==> src/rtl/bj_pkg.sv <==
// Types and helpers shared by the blackjack datapath: card field widths, the
// card payload, the shoe state encoding and the rank-to-value mapping.
package bj_pkg;

  localparam int unsigned CARD_W    = 5;
  localparam int unsigned RANK_W    = 4;
  localparam int unsigned IDX_W     = 6;
  localparam int unsigned DECK_SIZE = 52;

  typedef enum logic [2:0] {
    SHOE_IDLE,
    SHOE_PROBE,
    SHOE_DELIVER,
    SHOE_EMPTY,
    SHOE_SHUFFLE
  } shoe_state_e;

  typedef struct packed {
    logic [CARD_W-1:0] value;
    logic [RANK_W-1:0] rank;
    logic [IDX_W-1:0]  index;
  } card_t;

  // Ace counts 1; the face cards (rank 10..12) and the ten all count 10.
  function automatic logic [CARD_W-1:0] rank_to_value(input logic [RANK_W-1:0] rank);
    if (rank < RANK_W'(9)) begin
      return CARD_W'(rank) + CARD_W'(1);
    end
    return CARD_W'(10);
  endfunction

endpackage

==> src/rtl/card_lfsr.sv <==
// 6-bit Fibonacci LFSR, polynomial x^6+x^5+1 (period 63), advancing every clock.
module card_lfsr
  import bj_pkg::*;
#(
  parameter logic [IDX_W-1:0] SEED = 6'h2D
) (
  input  logic             clock,
  input  logic             reset_n,
  output logic [IDX_W-1:0] lfsr_value
);

  logic [IDX_W-1:0] lfsr_q;
  logic [IDX_W-1:0] lfsr_d;

  always_comb begin
    lfsr_d = {lfsr_q[4:0], lfsr_q[5] ^ lfsr_q[4]};
  end

  always_ff @(posedge clock or negedge reset_n) begin
    if (!reset_n) begin
      lfsr_q <= SEED;
    end else begin
      lfsr_q <= lfsr_d;
    end
  end

  assign lfsr_value = lfsr_q;

endmodule

==> src/rtl/card_shoe.sv <==
// Single-deck card shoe: deals without replacement from a 52-slot dealt mask,
// starting the slot search at an LFSR-chosen position.
module card_shoe
  import bj_pkg::*;
#(
  parameter logic [IDX_W-1:0] LFSR_SEED = 6'h2D
) (
  input  logic              clock,
  input  logic              reset_n,
  input  logic              draw_req,
  input  logic              shuffle,
  output logic              card_valid,
  output logic [CARD_W-1:0] card_value,
  output logic [RANK_W-1:0] card_rank,
  output logic [IDX_W-1:0]  card_index,
  output logic              busy,
  output logic              deck_empty,
  output logic [IDX_W-1:0]  cards_left,
  output logic              draw_err
);

  shoe_state_e          state_q, state_d;
  logic [DECK_SIZE-1:0] mask_q, mask_d;
  logic [IDX_W-1:0]     ptr_q, ptr_d;
  logic [IDX_W-1:0]     left_q, left_d;
  card_t                card_q, card_d;
  logic                 card_valid_q, card_valid_d;
  logic                 draw_err_q, draw_err_d;
  logic                 busy_q, busy_d;
  logic [IDX_W-1:0]     lfsr_value;

  card_lfsr #(.SEED(LFSR_SEED)) u_lfsr (
    .clock      (clock),
    .reset_n    (reset_n),
    .lfsr_value (lfsr_value)
  );

  always_comb begin
    state_d      = state_q;
    mask_d       = mask_q;
    ptr_d        = ptr_q;
    left_d       = left_q;
    card_d       = card_q;
    card_valid_d = 1'b0;
    draw_err_d   = 1'b0;

    unique case (state_q)
      SHOE_IDLE: begin
        // A shuffle wins over a simultaneous draw, which is dropped.
        if (shuffle) begin
          state_d = SHOE_SHUFFLE;
        end else if (draw_req) begin
          ptr_d   = (lfsr_value >= IDX_W'(DECK_SIZE)) ? lfsr_value - IDX_W'(DECK_SIZE)
                                                      : lfsr_value;
          state_d = SHOE_PROBE;
        end
      end
      SHOE_PROBE: begin
        if (!mask_q[ptr_q]) begin
          mask_d[ptr_q] = 1'b1;
          left_d        = left_q - IDX_W'(1);
          card_d.index  = ptr_q;
          card_d.rank   = RANK_W'(ptr_q >> 2);
          card_d.value  = rank_to_value(RANK_W'(ptr_q >> 2));
          state_d       = SHOE_DELIVER;
        end else begin
          ptr_d = (ptr_q == IDX_W'(DECK_SIZE - 1)) ? '0 : ptr_q + IDX_W'(1);
        end
      end
      SHOE_DELIVER: begin
        card_valid_d = 1'b1;
        state_d      = (left_q == '0) ? SHOE_EMPTY : SHOE_IDLE;
      end
      SHOE_EMPTY: begin
        if (shuffle) begin
          state_d = SHOE_SHUFFLE;
        end else if (draw_req) begin
          draw_err_d = 1'b1;
        end
      end
      SHOE_SHUFFLE: begin
        mask_d  = '0;
        left_d  = IDX_W'(DECK_SIZE);
        state_d = SHOE_IDLE;
      end
      default: begin
        state_d = SHOE_IDLE;
      end
    endcase

    busy_d = (state_d == SHOE_PROBE) || (state_d == SHOE_DELIVER) ||
             (state_d == SHOE_SHUFFLE);
  end

  always_ff @(posedge clock or negedge reset_n) begin
    if (!reset_n) begin
      state_q      <= SHOE_IDLE;
      mask_q       <= '0;
      ptr_q        <= '0;
      left_q       <= IDX_W'(DECK_SIZE);
      card_q       <= '0;
      card_valid_q <= 1'b0;
      draw_err_q   <= 1'b0;
      busy_q       <= 1'b0;
    end else begin
      state_q      <= state_d;
      mask_q       <= mask_d;
      ptr_q        <= ptr_d;
      left_q       <= left_d;
      card_q       <= card_d;
      card_valid_q <= card_valid_d;
      draw_err_q   <= draw_err_d;
      busy_q       <= busy_d;
    end
  end

  assign card_valid = card_valid_q;
  assign card_value = card_q.value;
  assign card_rank  = card_q.rank;
  assign card_index = card_q.index;
  assign busy       = busy_q;
  assign cards_left = left_q;
  assign draw_err   = draw_err_q;
  // Also high during DELIVER of the last card, since the count drops on the hit.
  assign deck_empty = (left_q == '0);

endmodule

==> config.mk <==
export PLATFORM = sky130hd
export DESIGN_NAME = card_shoe
export DESIGN_NICKNAME = d
export VERILOG_FILES = /design/src/rtl/bj_pkg.sv /design/src/rtl/card_lfsr.sv /design/src/rtl/card_shoe.sv
export SDC_FILE = /design/constraint.sdc
export NUM_CORES = 1
export LEC_CHECK = 0
export CORE_MARGIN = 3
export CORE_UTILIZATION = 63
export DETAILED_ROUTE_END_ITERATION = 10
export PLACE_DENSITY_LB_ADDON = 0.1
export SYNTH_ARGS = -nofsm -noshare
export SYNTH_HDL_FRONTEND = slang
export SYNTH_SLANG_ARGS = --single-unit
==> constraint.sdc <==
create_clock -name clock -period 4.04 [get_ports clock]
set_input_delay 1.212 -clock clock [delete_from_list [all_inputs] [get_ports clock]]
set_output_delay 1.212 -clock clock [all_outputs]
set_load 0.005 [all_outputs]
==> flow_summary_export.csv, run 1 <==
group,metric,value,unit
place,globalplace.congestion,0.930,
critical_path,crit_fanout,29,
critical_path,critical_path_buf_inv_count,2,
power_and_ir_drop,finalPower,2900,µW
cells_and_area,finalCoreUtilization,72.9,%
cells_and_area,antenna_cells,0,
route,route.detailed.vias_per_inst,6.24,
die,placeableCoreArea,6460,µm²
critical_path,critPathKind,"flop to flop",
place,place.detailed.instances,508,
die,area_of_the_die,7800,µm²
hold_path,whs_path_depth,0,
synthesis,part_of_the_yosys_area_used_for_sequential_elements,51.2,%
cts,holdBufCountCts,0,
critical_path,timing.critical_path.to_type,"flop",
cells_and_area,final_layout_size_suffix_gt1_share,10.7,%
route,initial_drt_pass_iterations,5,
critical_path,ff2ff_setup_slack,0.93,ns
cts,tritoncts_clock_tree,"yes",
cts,cts.sinks,87,
synthesis,postSynthRegisterBits,87,
timing,skew_final,0.0135,ns
cts,cts_made_buffers,9,
critical_path,worstPathCellList,"buf_4 > mux2i_1 > a22oi_1 > nand3_1 > nand4_2 > nor3_4 > buf_4 > mux2_2",
cts,cts_resized,0,
critical_path,worst_path_slowest_cell,"dfrtp_2",
route,dr.first_iter.drc_count,274,
global_routing,global_route.usage.total,25.5,%
cells_and_area,areaGrowthSynthToFinish,10.2,%
timing,timing.final.hold_violations,0,
die,num_io_pins,29,
critical_path,timing.critical_path.mode_cell,"buf_4",
synthesis,synth_area,4270,µm²
status,outcome,"completed",
route,drtAntennaViolNets,0,
route,drc_errors,0,
critical_path,cp_data_required_time,4.29,ns
route,routed_wirelength,9130,µm
timing,post-route-min-period,3.11,ns
synthesis,synth_nets,443,
die,fp.dieW,88.3,µm
synthesis,ys_types,50,
timing,timing_max_transition_violations_final,0,
route,detail_route.wl_per_cell,17.4,µm
critical_path,worstSetupPathDepth,8,
cells_and_area,layout.cell_area.non_filler,4710,µm²
synthesis,dominantRegCellSynth,"dfrtp_1",
synthesis,async_reset_ff_share,100,%
critical_path,startpoint_type,"flop",
cts,h-tree-depth,3,
timing,worstMarginPinSlew,1.05,ns
cells_and_area,fillerInstances,463,
global_routing,grt_start_max_net_pins,88,
global_routing,wire_length_of_the_first_global_routing_pass,15300,µm
critical_path,critical-path-top-delay-family,"flip-flops",
critical_path,cp.arrival,3.36,ns
cells_and_area,design.final.nets,453,
cts,max_clock_buf_depth,2,
hold_path,worst_hold_path_type,"flop to flop",
synthesis,syn-mean-instance-area,9.89,µm²
die,rows,29,
cts,clkSlewWorstSetupHoldPaths,0.09,ns
critical_path,critical_path.max_stage_delay,0.80,ns
place,port_buffers,28,
critical_path,crit-reg2reg-capture,"card_rank[3]$_DFFE_PN0P_",
timing,min_period_over_period,77.1,%
cts,worst_skew_late_latency,0.37,ns
global_routing,number_of_antenna_violations_at_the_first_check_in_global_routing,0,
place,detailed_place.area,4500,µm²
synthesis,yosys_warnings,0,
global_routing,globalRouteOverflowTotal,0,
flow_run,max-cap-violations,0,
cts,clock_tree_root_driver_cell,"clkbuf_8",
critical_path,r2r_start,"ptr_q[0]$_DFFE_PN0P_",
timing,fmax,321,MHz
timing,rsz0062_at_grt,"no",
cells_and_area,final_cell_count_no_fill,524,
timing,timing.setup.tns,0,ns
power_and_ir_drop,power_density_over_the_cells,615,nW/µm²
route,route.vias.total,3268,
synthesis,count_of_flip_flops_with_a_built_in_enable_after_synthesis,0,
place,place.detailed.hpwl,6040,µm
timing,slew_headroom,30.2,%
die,start_util,66.1,%
cts,cts_setup_buffers,0,
die,die_h,88.3,µm
synthesis,synthCells,432,
critical_path,endpoint,"card_rank[3]$_DFFE_PN0P_",
timing,setup_viol,0,
critical_path,ff2ff_path_depth,8,
global_routing,grt_pass1_vias,3137,
power_and_ir_drop,vdd_drop_max,0.360,mV
critical_path,worst_setup_path_startpoint,"ptr_q[0]$_DFFE_PN0P_",
power_and_ir_drop,total_leakage_power,0.00207,µW
-- worst min-delay path by stage --
stage	to	slack, ns	start
6_report	u_lfsr.lfsr_value[3]$_DFF_PN1_	0.40	u_lfsr.lfsr_value[2]$_DFF_PN1_
5_1_grt	u_lfsr.lfsr_value[3]$_DFF_PN1_	0.41	u_lfsr.lfsr_value[2]$_DFF_PN1_
4_1_cts	u_lfsr.lfsr_value[3]$_DFF_PN1_	0.41	u_lfsr.lfsr_value[2]$_DFF_PN1_
3_5_place_dp	u_lfsr.lfsr_value[3]$_DFF_PN1_	0.39	u_lfsr.lfsr_value[2]$_DFF_PN1_
3_3_place_gp	u_lfsr.lfsr_value[3]$_DFF_PN1_	0.39	u_lfsr.lfsr_value[2]$_DFF_PN1_
2_1_floorplan	u_lfsr.lfsr_value[2]$_DFF_PN1_	0.37	u_lfsr.lfsr_value[1]$_DFF_PN0_
-- flip-flops by register name (all words and copies together) (netlist names) --
register	cells
mask_q	52
cards_left	6
ptr_q	6
u_lfsr.lfsr_value	6
card_value	5
card_rank	4
state_q	3
card_index	2
busy	1
card_valid	1
draw_err	1
-- synthesized netlist by cell type, types with 4 or more instances --
| cell type | number | area share [%] |
|---|---|---|
| o21ai_0 | 32 | 3.8 |
| mux2i_1 | 22 | 5.2 |
| a31oi_1 | 6 | 0.88 |
| o31ai_1 | 4 | 0.70 |
| ha_1 | 7 | 2.1 |
| o211ai_1 | 6 | 1.1 |
| a211oi_1 | 4 | 0.70 |
| a22oi_1 | 8 | 1.4 |
| mux2_2 | 9 | 2.4 |
| nand2b_1 | 6 | 0.88 |
| buf_4 | 8 | 1.4 |
| nand3_1 | 11 | 1.3 |
| a21oi_1 | 12 | 1.4 |
| dfstp_2 | 7 | 4.3 |
| dfrtp_1 | 80 | 47 |
| nor3_1 | 9 | 1.1 |
| nor2_1 | 14 | 1.2 |
| nor2b_1 | 8 | 1.2 |
| clkbuf_1 | 16 | 1.4 |
| or3_1 | 5 | 0.73 |
| nand2_1 | 70 | 6.2 |
| inv_1 | 14 | 1.2 |
| buf_2 | 5 | 0.59 |
| o21ai_1 | 22 | 2.6 |
-- stage by stage --
stage	hold WS [ns]	setup WS, ns
after floorplan	0.371	1.42
after global placement	0.394	0.901
after detailed placement	0.394	0.833
after CTS	0.407	0.958
after global routing	0.415	0.688
final	0.403	0.927
-- power by group --
group / leakage (µW) / switching (µW) / internal (µW) / total (µW)
logic: 0.000840 / 632 / 453 / 1080
registers: 0.00113 / 186 / 993 / 1180
clock network: 0.0000975 / 339 / 293 / 632
-- routing by layer --
metal / part of all wire, % / vias to the layer above / track usage, %
li1: - / 1536 / -
met1: 47 / 1605 / 37.9
met2: 46 / 111 / 38.0
met3: 5.5 / 16 / 4.00
met4: 1.5 / 0 / 9.89
met5: 0 / - / 0
-- cells by family after synthesis --
group	Yosys count	share of synthesized area [%]
xor gates and xnor gates	3	0.615
and+or+nand+nor	146	16.6
muxes	33	8.58
buffers and inverters	47	5.33
DFF	87	51.2
AOI/OAI and AO/OA	109	15.6
adders and majority gates	7	2.05
-- placed cells by master (no fill, tap or decap), types with 7 or more instances in the layout --
cell type        synthesis  layout
clkbuf_8                 0       9
nand3_1                 11      11
nand2_1                 70      70
a22oi_1                  8       8
dfstp_2                  7       7
mux2i_1                 22      22
o21ai_0                 32      32
nor3_1                   9       9
dfrtp_1                 80      79
inv_1                   14      14
ha_1                     7       7
nor2_1                  14      14
o21ai_1                 22      22
mux2_2                   9       9
nor2b_1                  8       8
clkdlybuf4s50_1          0      27
a21oi_1                 12      12
-- layout make-up --
type	count	area, µm²	share of cell area [%]
clock buffers	9	124	2.63
clock inverters	7	82.6	1.75
inverters	14	52.6	1.12
multi-input cells	298	1860	39.4
flip-flops and latches	87	2190	46.5
well taps	77	96.3	2.05
repair buffers	32	308	6.54
No activity file was read; power rests on OpenSTA's default activity.
==> run 2, diff against run 1 <==
--- a/config.mk
+++ b/config.mk
@@ -6,7 +6,7 @@
 export NUM_CORES = 1
 export LEC_CHECK = 0
 export CORE_MARGIN = 3
-export CORE_UTILIZATION = 63
+export CORE_UTILIZATION = 53
 export DETAILED_ROUTE_END_ITERATION = 10
 export PLACE_DENSITY_LB_ADDON = 0.1
 export SYNTH_ARGS = -nofsm -noshare
==> constraint.sdc (replaced) <==
create_clock -name clock -period 2.58 [get_ports clock]
set_input_delay 0.774 -clock clock [delete_from_list [all_inputs] [get_ports clock]]
set_output_delay 0.774 -clock clock [all_outputs]
set_load 0.005 [all_outputs]
==> flow_summary_export.csv, run 2 (synthesized netlist as in run 1, its figures left out) <==
group,metric,value,unit
status,outcome,"completed",
timing,min_period_over_period,96.3,%
cts,max_clock_buf_depth,2,
timing,timing_max_transition_violations_final,0,
cts,clock_tree_root_driver_cell,"clkbuf_8",
cts,worst_skew_late_latency,0.36,ns
power_and_ir_drop,power_density_over_the_cells,983,nW/µm²
cts,h-tree-depth,3,
route,detail_route.wl_per_cell,17.5,µm
cts,tritoncts_clock_tree,"yes",
die,start_util,55.0,%
cells_and_area,final_layout_size_suffix_gt1_share,17.6,%
die,fp.dieW,95.8,µm
die,rows,32,
critical_path,startpoint_type,"flop",
critical_path,timing.critical_path.to_type,"output pin",
cells_and_area,design.final.nets,482,
critical_path,crit_fanout,4,
cts,cts.sinks,87,
place,port_buffers,28,
die,num_io_pins,29,
timing,setup_viol,0,
cts,clkSlewWorstSetupHoldPaths,0.09,ns
place,globalplace.congestion,0.845,
global_routing,number_of_antenna_violations_at_the_first_check_in_global_routing,0,
flow_run,max-cap-violations,0,
power_and_ir_drop,total_leakage_power,0.00223,µW
power_and_ir_drop,vdd_drop_max,0.412,mV
die,area_of_the_die,9170,µm²
global_routing,globalRouteOverflowTotal,0,
route,routed_wirelength,10100,µm
route,route.vias.total,3365,
cells_and_area,fillerInstances,626,
cells_and_area,layout_commonest_cell,"dfrtp_1",
cells_and_area,largest-register,"mask_q",
place,place.detailed.hpwl,6890,µm
timing,post-route-min-period,2.49,ns
route,drc_errors,0,
power_and_ir_drop,finalPower,4950,µW
cells_and_area,antenna_cells,0,
global_routing,grt_pass1_vias,3115,
place,place.detailed.instances,555,
timing,timing.setup.tns,0,ns
timing,slew_headroom,51.2,%
critical_path,critPathKind,"flop to output pin",
route,route.detailed.vias_per_inst,5.82,
timing,worstMarginPinSlew,0.731,ns
cells_and_area,layout.cells.most_common_list,"dfrtp_1 (78), nand2_1 (70), o21ai_0 (31), buf_4 (31), clkdlybuf4s50_1 (27)",
cells_and_area,final_cell_count_no_fill,578,
cells_and_area,areaGrowthSynthToFinish,18.1,%
cts,cts_made_buffers,9,
die,placeableCoreArea,7770,µm²
critical_path,cp_data_required_time,1.81,ns
critical_path,cp.arrival,1.71,ns
cts,holdBufCountCts,0,
global_routing,grt_start_max_net_pins,37,
global_routing,global_route.usage.total,23.4,%
route,initial_drt_pass_iterations,5,
die,die_h,95.8,µm
route,drtAntennaViolNets,0,
timing,timing.final.hold_violations,0,
cells_and_area,largest_reg_flops,52,
timing,rsz0062_at_grt,"no",
timing,skew_final,0.00942,ns
route,dr.first_iter.drc_count,179,
hold_path,worst_hold_path_type,"primary input to asynchronous set/reset pin",
timing,fmax,402,MHz
global_routing,wire_length_of_the_first_global_routing_pass,16400,µm
[run 2: routing by layer]
metal	part of all wire, %	global-route usage [%]
met5	0	0
met1	47	35.3
met4	1.2	6.40
met2	47	34.7
met3	4.8	4.22
[run 2: path summary, 6_finish.rpt]
path | endpoint | slack [ns] | from | cells past startpoint
worst max register to register | ptr_q[5]$_DFFE_PN0P_ | 0.16 | ptr_q[0]$_DFFE_PN0P_ | 10
worst min-delay path | mask_q[5]$_DFFE_PN0P_ | 0.35 | reset_n | 1
min in group clock | u_lfsr.lfsr_value[3]$_DFF_PN1_ | 0.41 | u_lfsr.lfsr_value[2]$_DFF_PN1_ | 0
worst min register to register | u_lfsr.lfsr_value[3]$_DFF_PN1_ | 0.41 | u_lfsr.lfsr_value[2]$_DFF_PN1_ | 0
max in group asynchronous | cards_left[4]$_DFFE_PN1P_ | 1.55 | reset_n | 2
worst max-delay path | deck_empty | 0.09 | cards_left[1]$_DFFE_PN0P_ | 4
[run 2: per-stage QoR]
stage	cell area (µm²)	setup slack, ns	utilization, %	hold slack, ns
3_3_place_gp	4710	0.119	60.6	0.392
6_report	5040	0.0949	64.9	0.350
4_1_cts	4960	0.0120	63.9	0.358
5_1_grt	5040	0.00172	64.9	0.368
3_5_place_dp	4710	0.0881	60.6	0.397
2_1_floorplan	4270	0.336	-	0.371
[run 2: timing repair]
item,CTS,global route
gates resized for setup,1,9
setup buffers,2,4
endpoints found under the setup margin,1,35
pin swaps,0,2
gates cloned,0,1
[run 2: power breakdown]
part	switching (µW)	internal, µW
Combinational	1130	923
Sequential	255	1560
Clock	493	596
[run 2: critical path: stages (launching register included)]
cell and delay, ns:
dfrtp_1 0.40, inv_1 0.10, ha_4 0.15, and3b_2 0.20
clkdlybuf4s50_1 0.49
[run 2: final cells by class]
cell class | instances | area [µm²] | area share [%]
clock inverter | 5 | 80.1 | 1.59
multi-input combinational | 298 | 1890 | 37.5
timing repair buffer | 61 | 553 | 11.0
inverter | 14 | 52.6 | 1.04
sequential | 87 | 2190 | 43.4
clock buffer | 11 | 151 | 3.00
tap | 102 | 128 | 2.53
